<file path="config.mk">
export PLATFORM = sky130hd
export DESIGN_NAME = prog_sequencer
export DESIGN_NICKNAME = d
export VERILOG_FILES = /design/src/rtl/prog_sequencer.sv
export SDC_FILE = /design/constraint.sdc
export NUM_CORES = 1
export LEC_CHECK = 0
export CAP_MARGIN = 20
export CORE_ASPECT_RATIO = 0.5
export CORE_UTILIZATION = 45
export CTS_CLUSTER_DIAMETER = 40
export DETAILED_ROUTE_END_ITERATION = 16
export PLACE_DENSITY = 0.74
export SLEW_MARGIN = 20
export SYNTH_ARGS = -nofsm -noshare
export SYNTH_HDL_FRONTEND = slang
export SYNTH_SLANG_ARGS = --single-unit
export TNS_END_PERCENT = 30
</file>
<file path="constraint.sdc">
create_clock -name Clk -period 2.1 [get_ports Clk]
set_input_delay 0.42 -clock Clk [delete_from_list [all_inputs] [get_ports Clk]]
set_output_delay 0.42 -clock Clk [all_outputs]
set_load 0.02 [all_outputs]
</file>
<file path="src/rtl/prog_sequencer.sv">
// Program sequencer for the 9-bit core: program counter plus IDLE/RUN/LWAIT/HALT control.
// Optional SEQ_CYCLE_COUNT_EN adds a saturating CycleCount output for RUN/LWAIT cycles.
module prog_sequencer #(
   parameter int PC_W       = 10,
   parameter int OFF_W      = 8,
   parameter int START_ADDR = 0,
   parameter int LOAD_STALL = 1
) (
   input  logic             Clk,
   input  logic             Reset,
   input  logic             Start,
   input  logic             Ack,
   input  logic             ConditionalJump,
   input  logic             BranchAbsOrRel,
   input  logic             BranchTaken,
   input  logic             LoadInst,
   input  logic [PC_W-1:0]  BranchTarget,
   input  logic [OFF_W-1:0] BranchOffset,
   output logic [PC_W-1:0]  ProgCtr,
   output logic             WrGate,
   output logic             Busy,
   output logic             Done
`ifdef SEQ_CYCLE_COUNT_EN
   ,
   output logic [31:0]      CycleCount
`endif
);

   typedef enum logic [1:0] {IDLE, RUN, LWAIT, HALT} state_t;

   localparam logic [PC_W-1:0] START_PC   = PC_W'(START_ADDR);
   localparam bit              HAS_STALL  = (LOAD_STALL > 0);
   localparam logic [2:0]      STALL_INIT = HAS_STALL ? 3'(LOAD_STALL - 1) : 3'd0;

   state_t          state;
   logic [2:0]      stall_cnt;
   logic [PC_W-1:0] off_ext;

   // Relative offsets are two's complement; sign-extend before the modulo-2^PC_W add.
   assign off_ext = PC_W'($signed(BranchOffset));

   // NOTE: all state updates use <= so every register samples pre-edge values of the others.
   always_ff @(posedge Clk) begin
      if (Reset) begin
         state     <= IDLE;
         ProgCtr   <= START_PC;
         stall_cnt <= 3'd0;
      end else begin
         case (state)
            IDLE: begin
               if (Start) begin
                  state   <= RUN;
                  ProgCtr <= START_PC;
               end
            end
            RUN: begin
               if (Ack) begin
                  state <= HALT;
               end else if (LoadInst && HAS_STALL) begin
                  state     <= LWAIT;
                  stall_cnt <= STALL_INIT;
               end else if (ConditionalJump && BranchTaken) begin
                  ProgCtr <= BranchAbsOrRel ? ProgCtr + off_ext : BranchTarget;
               end else begin
                  ProgCtr <= ProgCtr + 1'b1;
               end
            end
            LWAIT: begin
               // Decoder strobes are ignored here; the load instruction stays on the bus.
               if (stall_cnt != 3'd0) begin
                  stall_cnt <= stall_cnt - 3'd1;
               end else begin
                  state   <= RUN;
                  ProgCtr <= ProgCtr + 1'b1;
               end
            end
            HALT: begin
               if (Start) begin
                  state   <= RUN;
                  ProgCtr <= START_PC;
               end
            end
            default: state <= IDLE;
         endcase
      end
   end

   // NOTE: WrGate defaults to 0 before the case so no path leaves it unassigned (no latch).
   always_comb begin
      WrGate = 1'b0;
      case (state)
         RUN:     WrGate = !(Ack || (LoadInst && HAS_STALL));
         LWAIT:   WrGate = (stall_cnt == 3'd0);
         default: WrGate = 1'b0;
      endcase
   end

   assign Busy = (state == RUN) || (state == LWAIT);
   assign Done = (state == HALT);

`ifdef SEQ_CYCLE_COUNT_EN
   always_ff @(posedge Clk) begin
      if (Reset) begin
         CycleCount <= 32'd0;
      end else if (!Busy && Start) begin
         CycleCount <= 32'd0;
      end else if (Busy && (CycleCount != 32'hFFFF_FFFF)) begin
         CycleCount <= CycleCount + 32'd1;
      end
   end
`endif

endmodule

</file>
==> metrics.md <==
| Metric | Value |
|---|---|
| Rows | 14 |
| Drt initial violations | 228 |
| TritonCTS clock tree | yes |
| Synth warn | 0 |
| Clock root buffer | clkbuf_8 |
| Worst R2R Path Depth | 9 |
| Area delta synth->final | 57.7% |
| Number of flops mapped to enable cells by yosys | 0 |
| Final HPWL DP | 3970 um |
| Final worst slack | -0.0344 ns |
| DR DRC count | 3 |
| Die span in y | 43.4 um |
| Unrepaired setup endpoints after global routing | true |
| Worst path slowest cell | clkdlybuf4s50_1 |
| Violated checks | DRC, setup timing |
| GRT overflow | 0 |
| CTS clk-pin slew, worst paths | 0.06 ns |
| Seq/Total Area, Yosys | 19.5% |
| Reg2reg end | ProgCtr[6] |
| Cells after Synth | 205 |
| CTS sink count | 15 |
| Initial antenna violation count | 0 |
| CTS Buf Count | 3 |
| Layer with the highest usage | met2 |
| First-pass GRT wire length | 8490 um |
| Largest net degree at the start of global routing | 15 |
| Post-Syn Nets | 247 |
| Fillers | 241 |
| Post-Syn Area | 1540 um^2 |
| Final period demand of the worst path | 2.13 ns |
| Slew Viols, Final | 0 |
| Leak | 1.01 nW |
| Average cell area after synthesis | 7.52 um^2 |
| Die X | 84.8 um |
| Netlist cell types | 55 |
| RePlAce Congestion | 0.875 |
| Port bufs | 38 |
| Min-Delay Endpoint | stall_cnt[1] |
| Synth area leader | dfxtp_1 |
| GR Util met2 | 49.4% |
| Top-area cell type share of the netlist area | 19.5% |
| ANT nets after route | 0 |
| Skew final | 0.00627 ns |
| Relative slew slack | 72.9% |
| Hold WS | 0.499 ns |
| Hold path start | stall_cnt[1] |
| Final WL | 5380 um |
| Critical path's most frequent cell | buf_4 |
| Hold-fix buffers at CTS | 0 |
| Core Area | 3140 um^2 |
| Worst hold path type | reg2reg |
| PwrDens | 552 nW/um^2 |
| Most frequent cells in the layout | 47 x buf_4, 32 x clkdlybuf4s50_1, 19 x nor2_1 |
| Critical path type | in2reg |
| Final total power | 0.00134 W |
| Total GRT Usage | 30.0% |
| Pre-antenna DRT Iters | 10 |
| Crit-path cells | clkdlybuf4s50_1 > buf_4 > or2_1 > buf_4 > a221oi_4 > buf_6 > buf_4 > o21ai_1 > a22oi_1 > nor2_1 |
| Layout cells sized above 1 | 27.0% |
| FF-to-FF Start | ProgCtr[0] |
| Vias in the first global route | 1785 |
| Commonest non-fill, non-tap cell in the layout | buf_4 |
| Initial Util | 49.2% |
| GR met1 Demand/Resource | 41.8% |
| Placed insts | 320 |
| CP arrival | 2.27 ns |
| Final Hold Viols | 0 |
| Vias per inst | 5.81 |
| CP peak stage delay | 0.41 ns |
| Max FO, Critical Path | 6 |
| Async set-reset flop share out of synthesis | 0% |
| Final Cycle Share | 102% |
| Htree depth | 1 |
| FF-to-FF setup slack | -0.02 ns |
| Status | finished with violations |
| Worst endpoint required time | 2.23 ns |
| Hold path depth | 2 |
| Top FF cell, synth | dfxtp_1 |
| Synthesized flop and latch total | 15 |
| Final setup viols | 3 |
| Total number of vias | 1911 |
| Worst Max-Slew Pin Slew | 0.406 ns |
| Die area | 3680 um^2 |
| Max Cap Viol | 0 |
| Setup crit start kind | input pin |
| NumNets Final | 332 |
| CP Capture Type | flop |
| Fmax | 0.469 GHz |
| Synth area leaders | dfxtp_1 19%, ha_1 12%, a21oi_1 5.8% |
| # IOs | 39 |
| Antenna cells | 0 |
| CTS max path bufs | 2 |
| Non-Filler Instances | 329 |
| Clk_lat worst skew | 0.26 ns |
| Max VDD drop | 0.530 mV |
| Met3 Use GR | 4.57% |
| Wire length per cell | 16.3 um |
[sequential cells by signal (all words and copies together) (netlist names)]
signal and count:
ProgCtr 10, state 2, stall_cnt 3
[metal layers]
metal / share of wire, % / vias to the layer above
met5: 0 / -
met4: 1.2 / 0
met3: 6.9 / 6
met2: 44 / 73
met1: 48 / 903
li1: - / 929
[critical path, delay by kind of cell]
kind,cells,cell delay [ns]
AO/OA/AOI/OAI,3,0.52
buffers and inverters,5,0.97
AND/OR/NAND/NOR,2,0.34
[cell type report]
cell class | count | area, um^2 | area share [%]
Inverter | 18 | 67.6 | 2.78
Sequential cell | 15 | 307 | 12.6
Multi-Input combinational cell | 165 | 1220 | 50.0
Clock buffer | 3 | 41.3 | 1.70
Tap cell | 40 | 50.0 | 2.06
Timing Repair Buffer | 87 | 744 | 30.6
Clock inverter | 1 | 5.00 | 0.206
[cell families (layout without fill, tap and decap cells)]
logic type      count (synthesis)  after routing  share of synthesized area (%)
mux                             6              6                           3.90
buf+inv                        25            109                           6.90
simple gates                   71             71                           24.4
xor+xnor                        6              6                           3.41
fa+ha+maj                      16             16                           13.5
compound gates                 66             66                           28.4
flops                          15             15                           19.5
[synthesized netlist by cell type, types with 2 or more instances]
cell type / instances
a21o_1: 3
a211oi_1: 5
xor2_1: 3
a22oi_1: 2
inv_1: 17
nor2_1: 19
nor2b_1: 4
nand2b_1: 2
nand4b_1: 2
o21ai_1: 9
ha_1: 15
a31oi_1: 2
nand2_1: 15
a221oi_1: 4
nor3_1: 4
o22ai_1: 3
dfxtp_1: 15
xnor2_1: 3
mux2i_1: 6
o21ai_0: 4
nand4_1: 5
o31ai_1: 3
buf_4: 3
clkbuf_1: 3
a21oi_1: 18
o21a_1: 2
nand3_1: 6
[power by group]
group	switching (W)	internal (W)	total, W
Clock	0.000119	0.000132	0.000250
Sequential	0.0000422	0.000316	0.000358
Combinational	0.000369	0.000365	0.000734
[metrics by stage]
step                      TNS (ns)  setup WS (ns)  utilization, %  area [um^2]
after floorplan                  0         0.0168               -         1560
after global placement       -2.55         -0.500            72.9         2290
after detailed placement     -3.04         -0.580            72.9         2290
after CTS                  -0.0151        -0.0107            75.7         2370
after global routing        -0.443         -0.122            77.5         2430
final                      -0.0599        -0.0344            77.5         2430
[timing repair]
action | CTS | global route
endpoints found under the setup margin | 7 | 6
hold endpoints to repair | 0 | 0
gates resized for setup | 14 | 10
pin swaps | 6 | 4
buffers inserted | 3 | 2
[worst max-delay path by stage]
stage,start,to,slack (ns),cells after the start
2_1_floorplan,ProgCtr[0],ProgCtr[6],0.02,9
3_3_place_gp,BranchOffset[0],ProgCtr[6],-0.50,10
3_5_place_dp,BranchOffset[0],ProgCtr[6],-0.58,10
4_1_cts,Ack,WrGate,-0.01,5
5_1_grt,Ack,ProgCtr[2],-0.12,10
6_report,Ack,ProgCtr[2],-0.03,10
Note: power is estimated with default switching activity, not from simulation.
